<file path="config.mk">
export PLATFORM = sky130hd
export DESIGN_NAME = axi_shim_mo_flat
export DESIGN_NICKNAME = d
export VERILOG_FILES = /design/src/rtl/axi_shim_mo_if.sv /design/src/rtl/axi_shim_mo.sv /design/src/flat_wrapper.sv
export SDC_FILE = /design/constraint.sdc
export NUM_CORES = 1
export LEC_CHECK = 0
export ABC_CLOCK_PERIOD_IN_PS = 3000
export BUFFER_PORTS_ARGS = -buffer_cell sky130_fd_sc_hd__buf_2
export CAP_MARGIN = 30
export CORE_AREA = 2 2 354 356
export CTS_BUF_LIST = sky130_fd_sc_hd__clkbuf_16
export DETAILED_ROUTE_END_ITERATION = 8
export DIE_AREA = 0 0 356 358
export HOLD_SLACK_MARGIN = 0.05
export PLACE_DENSITY = 0.3
export SETUP_SLACK_MARGIN = 0.05
export SLEW_MARGIN = 20
export SYNTH_ARGS = -nofsm -noshare
export SYNTH_HDL_FRONTEND = slang
export SYNTH_SLANG_ARGS = --single-unit
</file>
<file path="constraint.sdc">
create_clock -name clk_i -period 3 [get_ports clk_i]
set_input_delay 0.15 -clock clk_i [delete_from_list [all_inputs] [get_ports clk_i]]
set_output_delay 0.15 -clock clk_i [all_outputs]
set_load 0.03 [all_outputs]
</file>
<file path="src/rtl/axi_shim_mo_if.sv">
// AXI4+ATOP master-side channel bundle used by axi_shim_mo.
// A beat transfers on a rising clk_i edge where valid and ready are both high; the source holds valid and payload stable until that edge.
interface axi_shim_mo_if #(
  parameter int unsigned AxiDataWidth = 64,
  parameter int unsigned AxiAddrWidth = 64,
  parameter int unsigned AxiIdWidth   = 4,
  parameter int unsigned AxiUserWidth = 1
);
  logic [AxiIdWidth-1:0]     aw_id;
  logic [AxiAddrWidth-1:0]   aw_addr;
  logic [7:0]                aw_len;
  logic [2:0]                aw_size;
  logic [1:0]                aw_burst;
  logic                      aw_lock;
  logic [3:0]                aw_cache;
  logic [2:0]                aw_prot;
  logic [3:0]                aw_qos;
  logic [3:0]                aw_region;
  logic [5:0]                aw_atop;
  logic                      aw_valid;
  logic                      aw_ready;

  logic [AxiDataWidth-1:0]   w_data;
  logic [AxiDataWidth/8-1:0] w_strb;
  logic                      w_last;
  logic [AxiUserWidth-1:0]   w_user;
  logic                      w_valid;
  logic                      w_ready;

  logic [AxiIdWidth-1:0]     b_id;
  logic [1:0]                b_resp;
  logic                      b_valid;
  logic                      b_ready;

  logic [AxiIdWidth-1:0]     ar_id;
  logic [AxiAddrWidth-1:0]   ar_addr;
  logic [7:0]                ar_len;
  logic [2:0]                ar_size;
  logic [1:0]                ar_burst;
  logic                      ar_lock;
  logic [3:0]                ar_cache;
  logic [2:0]                ar_prot;
  logic [3:0]                ar_qos;
  logic [3:0]                ar_region;
  logic                      ar_valid;
  logic                      ar_ready;

  logic [AxiIdWidth-1:0]     r_id;
  logic [AxiDataWidth-1:0]   r_data;
  logic [1:0]                r_resp;
  logic                      r_last;
  logic [AxiUserWidth-1:0]   r_user;
  logic                      r_valid;
  logic                      r_ready;

  modport master (
    output aw_id, aw_addr, aw_len, aw_size, aw_burst, aw_lock, aw_cache, aw_prot,
           aw_qos, aw_region, aw_atop, aw_valid,
    input  aw_ready,
    output w_data, w_strb, w_last, w_user, w_valid,
    input  w_ready,
    input  b_id, b_resp, b_valid,
    output b_ready,
    output ar_id, ar_addr, ar_len, ar_size, ar_burst, ar_lock, ar_cache, ar_prot,
           ar_qos, ar_region, ar_valid,
    input  ar_ready,
    input  r_id, r_data, r_resp, r_last, r_user, r_valid,
    output r_ready
  );

  modport slave (
    input  aw_id, aw_addr, aw_len, aw_size, aw_burst, aw_lock, aw_cache, aw_prot,
           aw_qos, aw_region, aw_atop, aw_valid,
    output aw_ready,
    input  w_data, w_strb, w_last, w_user, w_valid,
    output w_ready,
    output b_id, b_resp, b_valid,
    input  b_ready,
    input  ar_id, ar_addr, ar_len, ar_size, ar_burst, ar_lock, ar_cache, ar_prot,
           ar_qos, ar_region, ar_valid,
    output ar_ready,
    output r_id, r_data, r_resp, r_last, r_user, r_valid,
    input  r_ready
  );
endinterface

</file>
<file path="src/rtl/axi_shim_mo.sv">
// AXI4 master shim: req/gnt cache/PTW ports to AXI with decoupled AW/W and outstanding limits.
// Optional stall counters are built when AXI_SHIM_MO_PERF_CNT_EN is defined.
module axi_shim_mo #(
  parameter int unsigned AxiDataWidth     = 64,
  parameter int unsigned AxiAddrWidth     = 64,
  parameter int unsigned AxiIdWidth       = 4,
  parameter int unsigned AxiUserWidth     = 1,
  parameter int unsigned AxiNumWords      = 4,
  parameter int unsigned MaxWrOutstanding = 4,
  parameter int unsigned MaxRdOutstanding = 4,
  localparam int unsigned BlenW = (AxiNumWords > 1) ? $clog2(AxiNumWords) : 1
) (
  input  logic                                           clk_i,
  input  logic                                           rst_ni,
  input  logic                                           rd_req_i,
  output logic                                           rd_gnt_o,
  input  logic [AxiAddrWidth-1:0]                        rd_addr_i,
  input  logic [BlenW-1:0]                               rd_blen_i,
  input  logic [2:0]                                     rd_size_i,
  input  logic [AxiIdWidth-1:0]                          rd_id_i,
  input  logic                                           rd_lock_i,
  input  logic                                           rd_rdy_i,
  output logic                                           rd_valid_o,
  output logic                                           rd_last_o,
  output logic [AxiDataWidth-1:0]                        rd_data_o,
  output logic [AxiUserWidth-1:0]                        rd_user_o,
  output logic [AxiIdWidth-1:0]                          rd_id_o,
  output logic                                           rd_exokay_o,
  input  logic                                           wr_req_i,
  output logic                                           wr_gnt_o,
  input  logic [AxiAddrWidth-1:0]                        wr_addr_i,
  input  logic [AxiNumWords-1:0][AxiDataWidth-1:0]       wr_data_i,
  input  logic [AxiNumWords-1:0][AxiDataWidth/8-1:0]     wr_be_i,
  input  logic [AxiNumWords-1:0][AxiUserWidth-1:0]       wr_user_i,
  input  logic [BlenW-1:0]                               wr_blen_i,
  input  logic [2:0]                                     wr_size_i,
  input  logic [AxiIdWidth-1:0]                          wr_id_i,
  input  logic                                           wr_lock_i,
  input  logic [5:0]                                     wr_atop_i,
  input  logic                                           wr_rdy_i,
  output logic                                           wr_valid_o,
  output logic [AxiIdWidth-1:0]                          wr_id_o,
  output logic                                           wr_exokay_o,
  output logic                                           wr_busy_o,
  output logic                                           rd_busy_o,
  output logic                                           wr_state_o,
  axi_shim_mo_if.master                                  axi
`ifdef AXI_SHIM_MO_PERF_CNT_EN
  ,
  input  logic                                           perf_clr_i,
  output logic [31:0]                                    wr_stall_cnt_o,
  output logic [31:0]                                    rd_stall_cnt_o
`endif
);
  localparam int unsigned WrCntW = $clog2(MaxWrOutstanding + 1);
  localparam int unsigned RdCntW = $clog2(MaxRdOutstanding + 1);

  typedef enum logic {WR_IDLE = 1'b0, WR_ACTIVE = 1'b1} wr_state_e;

  wr_state_e         state_q, state_d;
  logic [BlenW-1:0]  cnt_q;
  logic              aw_done_q, w_done_q;
  logic [WrCntW-1:0] wr_out_q;
  logic [RdCntW-1:0] rd_out_q;
  logic              wr_active, aw_hs, w_hs, b_hs, r_last_hs;

  assign wr_busy_o  = (wr_out_q == WrCntW'(MaxWrOutstanding));
  assign rd_busy_o  = (rd_out_q == RdCntW'(MaxRdOutstanding));
  assign wr_state_o = state_q;

  assign aw_hs     = axi.aw_valid && axi.aw_ready;
  assign w_hs      = axi.w_valid && axi.w_ready;
  assign b_hs      = axi.b_valid && axi.b_ready;
  assign r_last_hs = axi.r_valid && axi.r_ready && axi.r_last;

  // Write FSM: state register.
  always_ff @(posedge clk_i or negedge rst_ni) begin
    if (!rst_ni) state_q <= WR_IDLE;
    else         state_q <= state_d;
  end

  // Write FSM: next state. A granted write always lands back in IDLE.
  always_comb begin
    state_d = state_q;
    if (wr_gnt_o)       state_d = WR_IDLE;
    else if (wr_active) state_d = WR_ACTIVE;
  end

  // Write FSM: outputs. The IDLE->ACTIVE decision drives both valids in the same cycle;
  // rst_ni holds every valid low while reset is asserted.
  always_comb begin
    wr_active    = rst_ni && ((state_q == WR_ACTIVE) || (wr_req_i && !wr_busy_o));
    axi.aw_valid = wr_active && !aw_done_q;
    axi.w_valid  = wr_active && !w_done_q;
    axi.w_last   = (cnt_q == wr_blen_i);
    wr_gnt_o     = wr_active && (aw_done_q || axi.aw_ready)
                             && (w_done_q || (axi.w_ready && axi.w_last));
  end

  always_ff @(posedge clk_i or negedge rst_ni) begin
    if (!rst_ni) begin
      cnt_q     <= '0;
      aw_done_q <= 1'b0;
      w_done_q  <= 1'b0;
    end else if (wr_gnt_o) begin
      cnt_q     <= '0;
      aw_done_q <= 1'b0;
      w_done_q  <= 1'b0;
    end else begin
      if (aw_hs) aw_done_q <= 1'b1;
      if (w_hs) begin
        if (axi.w_last) w_done_q <= 1'b1;
        else            cnt_q    <= cnt_q + 1'b1;
      end
    end
  end

  // Outstanding counters: simultaneous increment and decrement cancel out.
  always_ff @(posedge clk_i or negedge rst_ni) begin
    if (!rst_ni) begin
      wr_out_q <= '0;
      rd_out_q <= '0;
    end else begin
      if (wr_gnt_o && !b_hs)      wr_out_q <= wr_out_q + 1'b1;
      else if (!wr_gnt_o && b_hs) wr_out_q <= wr_out_q - 1'b1;
      if (rd_gnt_o && !r_last_hs)      rd_out_q <= rd_out_q + 1'b1;
      else if (!rd_gnt_o && r_last_hs) rd_out_q <= rd_out_q - 1'b1;
    end
  end

  assign axi.aw_id     = wr_id_i;
  assign axi.aw_addr   = wr_addr_i;
  assign axi.aw_len    = 8'(wr_blen_i);
  assign axi.aw_size   = wr_size_i;
  assign axi.aw_burst  = 2'b01;
  assign axi.aw_lock   = wr_lock_i;
  assign axi.aw_cache  = 4'b0010;
  assign axi.aw_prot   = 3'b000;
  assign axi.aw_qos    = 4'b0000;
  assign axi.aw_region = 4'b0000;
  assign axi.aw_atop   = wr_atop_i;
  assign axi.w_data    = wr_data_i[cnt_q];
  assign axi.w_strb    = wr_be_i[cnt_q];
  assign axi.w_user    = wr_user_i[cnt_q];

  assign axi.ar_valid  = rst_ni && rd_req_i && !rd_busy_o;
  assign rd_gnt_o      = axi.ar_valid && axi.ar_ready;
  assign axi.ar_id     = rd_id_i;
  assign axi.ar_addr   = rd_addr_i;
  assign axi.ar_len    = 8'(rd_blen_i);
  assign axi.ar_size   = rd_size_i;
  assign axi.ar_burst  = 2'b01;
  assign axi.ar_lock   = rd_lock_i;
  assign axi.ar_cache  = 4'b0010;
  assign axi.ar_prot   = 3'b000;
  assign axi.ar_qos    = 4'b0000;
  assign axi.ar_region = 4'b0000;

  assign axi.r_ready   = rd_rdy_i;
  assign rd_valid_o    = axi.r_valid;
  assign rd_last_o     = axi.r_last;
  assign rd_data_o     = axi.r_data;
  assign rd_user_o     = axi.r_user;
  assign rd_id_o       = axi.r_id;
  assign rd_exokay_o   = (axi.r_resp == 2'b01);
  assign axi.b_ready   = wr_rdy_i;
  assign wr_valid_o    = axi.b_valid;
  assign wr_id_o       = axi.b_id;
  assign wr_exokay_o   = (axi.b_resp == 2'b01);

`ifdef AXI_SHIM_MO_PERF_CNT_EN
  logic wr_stall, rd_stall;
  assign wr_stall = (axi.aw_valid && !axi.aw_ready) || (axi.w_valid && !axi.w_ready)
                 || (wr_req_i && wr_busy_o);
  assign rd_stall = (axi.ar_valid && !axi.ar_ready) || (rd_req_i && rd_busy_o);

  always_ff @(posedge clk_i or negedge rst_ni) begin
    if (!rst_ni) begin
      wr_stall_cnt_o <= '0;
      rd_stall_cnt_o <= '0;
    end else if (perf_clr_i) begin
      wr_stall_cnt_o <= '0;
      rd_stall_cnt_o <= '0;
    end else begin
      if (wr_stall && (wr_stall_cnt_o != '1)) wr_stall_cnt_o <= wr_stall_cnt_o + 32'd1;
      if (rd_stall && (rd_stall_cnt_o != '1)) rd_stall_cnt_o <= rd_stall_cnt_o + 32'd1;
    end
  end
`endif

`ifndef SYNTHESIS
  a_wr_cnt_underflow: assert property (@(posedge clk_i) disable iff (!rst_ni)
    b_hs |-> (wr_gnt_o || (wr_out_q != '0)));
  a_rd_cnt_underflow: assert property (@(posedge clk_i) disable iff (!rst_ni)
    r_last_hs |-> (rd_gnt_o || (rd_out_q != '0)));
  a_wr_blen_range: assert property (@(posedge clk_i) disable iff (!rst_ni)
    wr_active |-> (int'(wr_blen_i) < int'(AxiNumWords)));
`endif
endmodule
</file>
<file path="src/flat_wrapper.sv">
// flat-port wrapper written by rule: the top's interface ports become plain ports
module axi_shim_mo_flat 
#(
  parameter int unsigned AxiDataWidth     = 64,
  parameter int unsigned AxiAddrWidth     = 64,
  parameter int unsigned AxiIdWidth       = 4,
  parameter int unsigned AxiUserWidth     = 1,
  parameter int unsigned AxiNumWords      = 4,
  parameter int unsigned MaxWrOutstanding = 4,
  parameter int unsigned MaxRdOutstanding = 4,
  localparam int unsigned BlenW = (AxiNumWords > 1) ? $clog2(AxiNumWords) : 1
)
  (clk_i, rst_ni, rd_req_i, rd_gnt_o, rd_addr_i, rd_blen_i, rd_size_i, rd_id_i, rd_lock_i, rd_rdy_i, rd_valid_o, rd_last_o, rd_data_o, rd_user_o, rd_id_o, rd_exokay_o, wr_req_i, wr_gnt_o, wr_addr_i, wr_data_i, wr_be_i, wr_user_i, wr_blen_i, wr_size_i, wr_id_i, wr_lock_i, wr_atop_i, wr_rdy_i, wr_valid_o, wr_id_o, wr_exokay_o, wr_busy_o, rd_busy_o, wr_state_o, axi_aw_id, axi_aw_addr, axi_aw_len, axi_aw_size, axi_aw_burst, axi_aw_lock, axi_aw_cache, axi_aw_prot, axi_aw_qos, axi_aw_region, axi_aw_atop, axi_aw_valid, axi_aw_ready, axi_w_data, axi_w_strb, axi_w_last, axi_w_user, axi_w_valid, axi_w_ready, axi_b_id, axi_b_resp, axi_b_valid, axi_b_ready, axi_ar_id, axi_ar_addr, axi_ar_len, axi_ar_size, axi_ar_burst, axi_ar_lock, axi_ar_cache, axi_ar_prot, axi_ar_qos, axi_ar_region, axi_ar_valid, axi_ar_ready, axi_r_id, axi_r_data, axi_r_resp, axi_r_last, axi_r_user, axi_r_valid, axi_r_ready);
  axi_shim_mo_if #(.AxiDataWidth(AxiDataWidth), .AxiAddrWidth(AxiAddrWidth), .AxiIdWidth(AxiIdWidth), .AxiUserWidth(AxiUserWidth)) axi_i ();
  input  logic clk_i;
  input  logic rst_ni;
  input  logic rd_req_i;
  output logic rd_gnt_o;
  input  logic [AxiAddrWidth-1:0] rd_addr_i;
  input  logic [BlenW-1:0] rd_blen_i;
  input  logic [2:0] rd_size_i;
  input  logic [AxiIdWidth-1:0] rd_id_i;
  input  logic rd_lock_i;
  input  logic rd_rdy_i;
  output logic rd_valid_o;
  output logic rd_last_o;
  output logic [AxiDataWidth-1:0] rd_data_o;
  output logic [AxiUserWidth-1:0] rd_user_o;
  output logic [AxiIdWidth-1:0] rd_id_o;
  output logic rd_exokay_o;
  input  logic wr_req_i;
  output logic wr_gnt_o;
  input  logic [AxiAddrWidth-1:0] wr_addr_i;
  input  logic [AxiNumWords-1:0][AxiDataWidth-1:0] wr_data_i;
  input  logic [AxiNumWords-1:0][AxiDataWidth/8-1:0] wr_be_i;
  input  logic [AxiNumWords-1:0][AxiUserWidth-1:0] wr_user_i;
  input  logic [BlenW-1:0] wr_blen_i;
  input  logic [2:0] wr_size_i;
  input  logic [AxiIdWidth-1:0] wr_id_i;
  input  logic wr_lock_i;
  input  logic [5:0] wr_atop_i;
  input  logic wr_rdy_i;
  output logic wr_valid_o;
  output logic [AxiIdWidth-1:0] wr_id_o;
  output logic wr_exokay_o;
  output logic wr_busy_o;
  output logic rd_busy_o;
  output logic wr_state_o;
  output wire logic [$bits(axi_i.aw_id)-1:0] axi_aw_id;
  output wire logic [$bits(axi_i.aw_addr)-1:0] axi_aw_addr;
  output wire logic [$bits(axi_i.aw_len)-1:0] axi_aw_len;
  output wire logic [$bits(axi_i.aw_size)-1:0] axi_aw_size;
  output wire logic [$bits(axi_i.aw_burst)-1:0] axi_aw_burst;
  output wire logic [$bits(axi_i.aw_lock)-1:0] axi_aw_lock;
  output wire logic [$bits(axi_i.aw_cache)-1:0] axi_aw_cache;
  output wire logic [$bits(axi_i.aw_prot)-1:0] axi_aw_prot;
  output wire logic [$bits(axi_i.aw_qos)-1:0] axi_aw_qos;
  output wire logic [$bits(axi_i.aw_region)-1:0] axi_aw_region;
  output wire logic [$bits(axi_i.aw_atop)-1:0] axi_aw_atop;
  output wire logic [$bits(axi_i.aw_valid)-1:0] axi_aw_valid;
  input wire logic [$bits(axi_i.aw_ready)-1:0] axi_aw_ready;
  output wire logic [$bits(axi_i.w_data)-1:0] axi_w_data;
  output wire logic [$bits(axi_i.w_strb)-1:0] axi_w_strb;
  output wire logic [$bits(axi_i.w_last)-1:0] axi_w_last;
  output wire logic [$bits(axi_i.w_user)-1:0] axi_w_user;
  output wire logic [$bits(axi_i.w_valid)-1:0] axi_w_valid;
  input wire logic [$bits(axi_i.w_ready)-1:0] axi_w_ready;
  input wire logic [$bits(axi_i.b_id)-1:0] axi_b_id;
  input wire logic [$bits(axi_i.b_resp)-1:0] axi_b_resp;
  input wire logic [$bits(axi_i.b_valid)-1:0] axi_b_valid;
  output wire logic [$bits(axi_i.b_ready)-1:0] axi_b_ready;
  output wire logic [$bits(axi_i.ar_id)-1:0] axi_ar_id;
  output wire logic [$bits(axi_i.ar_addr)-1:0] axi_ar_addr;
  output wire logic [$bits(axi_i.ar_len)-1:0] axi_ar_len;
  output wire logic [$bits(axi_i.ar_size)-1:0] axi_ar_size;
  output wire logic [$bits(axi_i.ar_burst)-1:0] axi_ar_burst;
  output wire logic [$bits(axi_i.ar_lock)-1:0] axi_ar_lock;
  output wire logic [$bits(axi_i.ar_cache)-1:0] axi_ar_cache;
  output wire logic [$bits(axi_i.ar_prot)-1:0] axi_ar_prot;
  output wire logic [$bits(axi_i.ar_qos)-1:0] axi_ar_qos;
  output wire logic [$bits(axi_i.ar_region)-1:0] axi_ar_region;
  output wire logic [$bits(axi_i.ar_valid)-1:0] axi_ar_valid;
  input wire logic [$bits(axi_i.ar_ready)-1:0] axi_ar_ready;
  input wire logic [$bits(axi_i.r_id)-1:0] axi_r_id;
  input wire logic [$bits(axi_i.r_data)-1:0] axi_r_data;
  input wire logic [$bits(axi_i.r_resp)-1:0] axi_r_resp;
  input wire logic [$bits(axi_i.r_last)-1:0] axi_r_last;
  input wire logic [$bits(axi_i.r_user)-1:0] axi_r_user;
  input wire logic [$bits(axi_i.r_valid)-1:0] axi_r_valid;
  output wire logic [$bits(axi_i.r_ready)-1:0] axi_r_ready;
  assign axi_aw_id = axi_i.aw_id;
  assign axi_aw_addr = axi_i.aw_addr;
  assign axi_aw_len = axi_i.aw_len;
  assign axi_aw_size = axi_i.aw_size;
  assign axi_aw_burst = axi_i.aw_burst;
  assign axi_aw_lock = axi_i.aw_lock;
  assign axi_aw_cache = axi_i.aw_cache;
  assign axi_aw_prot = axi_i.aw_prot;
  assign axi_aw_qos = axi_i.aw_qos;
  assign axi_aw_region = axi_i.aw_region;
  assign axi_aw_atop = axi_i.aw_atop;
  assign axi_aw_valid = axi_i.aw_valid;
  assign axi_i.aw_ready = axi_aw_ready;
  assign axi_w_data = axi_i.w_data;
  assign axi_w_strb = axi_i.w_strb;
  assign axi_w_last = axi_i.w_last;
  assign axi_w_user = axi_i.w_user;
  assign axi_w_valid = axi_i.w_valid;
  assign axi_i.w_ready = axi_w_ready;
  assign axi_i.b_id = axi_b_id;
  assign axi_i.b_resp = axi_b_resp;
  assign axi_i.b_valid = axi_b_valid;
  assign axi_b_ready = axi_i.b_ready;
  assign axi_ar_id = axi_i.ar_id;
  assign axi_ar_addr = axi_i.ar_addr;
  assign axi_ar_len = axi_i.ar_len;
  assign axi_ar_size = axi_i.ar_size;
  assign axi_ar_burst = axi_i.ar_burst;
  assign axi_ar_lock = axi_i.ar_lock;
  assign axi_ar_cache = axi_i.ar_cache;
  assign axi_ar_prot = axi_i.ar_prot;
  assign axi_ar_qos = axi_i.ar_qos;
  assign axi_ar_region = axi_i.ar_region;
  assign axi_ar_valid = axi_i.ar_valid;
  assign axi_i.ar_ready = axi_ar_ready;
  assign axi_i.r_id = axi_r_id;
  assign axi_i.r_data = axi_r_data;
  assign axi_i.r_resp = axi_r_resp;
  assign axi_i.r_last = axi_r_last;
  assign axi_i.r_user = axi_r_user;
  assign axi_i.r_valid = axi_r_valid;
  assign axi_r_ready = axi_i.r_ready;
  axi_shim_mo #(.AxiDataWidth(AxiDataWidth), .AxiAddrWidth(AxiAddrWidth), .AxiIdWidth(AxiIdWidth), .AxiUserWidth(AxiUserWidth), .AxiNumWords(AxiNumWords), .MaxWrOutstanding(MaxWrOutstanding), .MaxRdOutstanding(MaxRdOutstanding)) u_core (.clk_i(clk_i), .rst_ni(rst_ni), .rd_req_i(rd_req_i), .rd_gnt_o(rd_gnt_o), .rd_addr_i(rd_addr_i), .rd_blen_i(rd_blen_i), .rd_size_i(rd_size_i), .rd_id_i(rd_id_i), .rd_lock_i(rd_lock_i), .rd_rdy_i(rd_rdy_i), .rd_valid_o(rd_valid_o), .rd_last_o(rd_last_o), .rd_data_o(rd_data_o), .rd_user_o(rd_user_o), .rd_id_o(rd_id_o), .rd_exokay_o(rd_exokay_o), .wr_req_i(wr_req_i), .wr_gnt_o(wr_gnt_o), .wr_addr_i(wr_addr_i), .wr_data_i(wr_data_i), .wr_be_i(wr_be_i), .wr_user_i(wr_user_i), .wr_blen_i(wr_blen_i), .wr_size_i(wr_size_i), .wr_id_i(wr_id_i), .wr_lock_i(wr_lock_i), .wr_atop_i(wr_atop_i), .wr_rdy_i(wr_rdy_i), .wr_valid_o(wr_valid_o), .wr_id_o(wr_id_o), .wr_exokay_o(wr_exokay_o), .wr_busy_o(wr_busy_o), .rd_busy_o(rd_busy_o), .wr_state_o(wr_state_o), .axi(axi_i));
endmodule
</file>
==> qor.yml <==
status:
  outcome: "completed"
timing:
  setup_viol: 0
  hold_viol: 0
  period_share_pct: 93.8
  clock.fmax_ghz: 0.356
  fin_skew_ns: 0.00249
  hold_slack_ns: 0.197
  tns_ns: 0
  rsz0062_at_grt: "false"
  finalMaxSlewViolations: 0
  maxSlewHeadroom_pct: 46.6
  finalCriticalPeriod_ns: 2.81
  worst_pin_slew_ns: 0.801
  final.setup.worst_slack_ns: 0.187
yosys:
  synth_most_common_cell: "buf_4"
  syn_area_um2: 4540
  synthArstFlopShare_pct: 100
  synth_edf_count: 0
  synth_seq_cells: 11
  ys_types: 33
  yosys_warnings: 0
  yosysTopAreaCell: "buf_4"
  seq_area_frac_synth_pct: 6.06
  synth_common_cells: "280 x buf_4, 73 x mux4_2, 11 x dfrtp_1, 11 x nor2_1, 10 x buf_2"
  synth_top_cell_area_share_pct: 46.3
  netlist_instances: 440
  synth_ff_type: "dfrtp_1"
  ys_top_cells_by_area: "buf_4 46%, mux4_2 36%, dfrtp_1 6.1%"
  avgSynthCellArea_um2: 10.3
route:
  vias: 4259
  first_pass_iters: 4
  ant_nets: 0
  routed_wl_um: 41400
  drt_iter0_drc: 210
  post-route-drc-count: 0
  routedWlPerCell_um: 18.5
  viasPerCell: 1.90
floorplan:
  core-area_um2: 123000
  ios: 897
  fp.dieH_um: 358
  rows: 129
  initial_utilization_pct: 3.68
  die_w_um: 356
  dieArea_um2: 127000
global_route:
  grt_antenna_before_repair: 60
  grt_max_degree: 78
  gr-total-overflow: 0
  first_global_vias: 4210
  grt_usage_pct: 6.06
  grt_first_pass_wirelength_um: 48700
place:
  io_buffers: 400
  routabilityCongestion: 0.917
  hpwl_um: 38800
  dp_slack_ns: 0.428
  dp.cells: 2229
finish:
  stdcell_count: 2240
  area_growth_pct: 48.0
  nets: 1137
  drive_above_1_share_pct: 82.4
  final_util_pct: 5.45
  fillers: 14700
power:
  power_density_nw_per_um2: 705
  peakVddDrop_mv: 0.503
  leakage_nw: 2.56
run:
  cap_violations: 0
cts:
  cts_max_level: 1
  root_buffer: "clkbuf_16"
  clk_path_buf_depth: 2
  cts_tree: "built"
  post_cts_buffers: 0
  cts_sinks: 11
  cts_buffers: 3
  clk_pin_slew_ns: 0.05
  clk_latency_ns: 0.24
critical_path:
  critPathKind: "flip-flop to output pin"
  cp_max_fo: 42
  required_ns: 2.85
  endpoint_kind: "output pin"
  cp.arrival_ns: 2.66
  startpoint_type: "flip-flop"
hold_path:
  hold_class: "primary input to flip-flop"
power breakdown:
| part | switching [W] | internal (W) | leakage [nW] | total, W |
|---|---|---|---|---|
| clock | 0.0000717 | 0.000176 | 0.0423 | 0.000247 |
| sequential | 0.0000861 | 0.000231 | 0.126 | 0.000317 |
| combinational | 0.00266 | 0.00151 | 2.39 | 0.00417 |
kinds of logic after synthesis:
kind of cell               after synthesis  synth area share [%]
AOI/OAI and AO/OA                       11                  1.96
and+or+nand+nor                         29                  3.28
muxes                                   75                  36.7
xor gates and xnor gates                 8                  1.54
adders and majority gates                4                  1.43
other                                    2                 0.165
buffers and inverters                  300                  48.9
DFF                                     11                  6.06
timing repair:
| item | in CTS | in global routing |
|---|---|---|
| hold buffers | 1 | 0 |
| resized for setup | 0 | 0 |
| endpoints found under the hold margin | 11 | 0 |
per-stage QoR:
stage | total power, W | area [um^2]
2_1_floorplan | 0.00378 | 4720
3_3_place_gp | 0.00459 | 6620
3_5_place_dp | 0.00459 | 6620
4_1_cts | 0.00484 | 6710
5_1_grt | 0.00504 | 6710
6_report | 0.00474 | 6720
critical path, cell delays in order, from the launching register on:
cell     delay, ns
dfrtp_4       0.40
buf_4         0.51
buf_4         0.66
mux4_2        0.49
buf_2         0.22
placed cells by master, fill, tap and decap left out, types with 4 or more instances in the layout:
cell type  count
buf_2        400
conb_1        46
nand2_1        5
xnor2_1        4
inv_1          4
nor2_1        11
dfrtp_1        9
diode_2        6
mux4_2        73
buf_4          4
xor2_1         4
state kept, by name (all words and copies together), names as in the netlist:
| name | flops |
|---|---|
| u_core.wr_state_o | 1 |
| u_core.cnt_q | 2 |
| u_core.wr_out_q | 3 |
| u_core.aw_done_q | 1 |
| u_core.rd_out_q | 3 |
| u_core.w_done_q | 1 |
per-layer routing:
metal | vias up | GRT usage, % | routed length, um
li1 | 1547 | - | -
met1 | 1928 | 7.48 | 16900
met2 | 600 | 9.15 | 16700
met3 | 182 | 2.88 | 5500
met4 | 2 | 2.08 | 2170
met5 | - | 0.259 | 54
worst paths after layout:
check	from	to	slack, ns	cells after the start
setup / recovery	u_core.cnt_q[1]	axi_w_data[23]	0.19	4
hold / removal	axi_aw_ready	u_core.aw_done_q	0.20	3
setup reg to reg	u_core.wr_out_q[0]	u_core.wr_out_q[1]	0.54	7
hold reg to reg	u_core.rd_out_q[2]	u_core.rd_out_q[2]	0.46	1
max in group asynchronous	rst_ni	u_core.cnt_q[0]	2.40	3
min in group asynchronous	rst_ni	u_core.wr_out_q[2]	0.42	3
layout make-up:
type | instances | area [um^2] | share of cell area [%]
antenna | 6 | 15.0 | 0.223
clock buffer | 3 | 75.1 | 1.12
clock inverter | 1 | 3.75 | 0.0559
inverter | 3 | 11.3 | 0.168
multi-input combinational | 173 | 2220 | 33.1
sequential | 11 | 283 | 4.21
tap | 1637 | 2050 | 30.5
timing repair buffer | 406 | 2060 | 30.7
No activity file was read; power rests on OpenSTA's default activity.
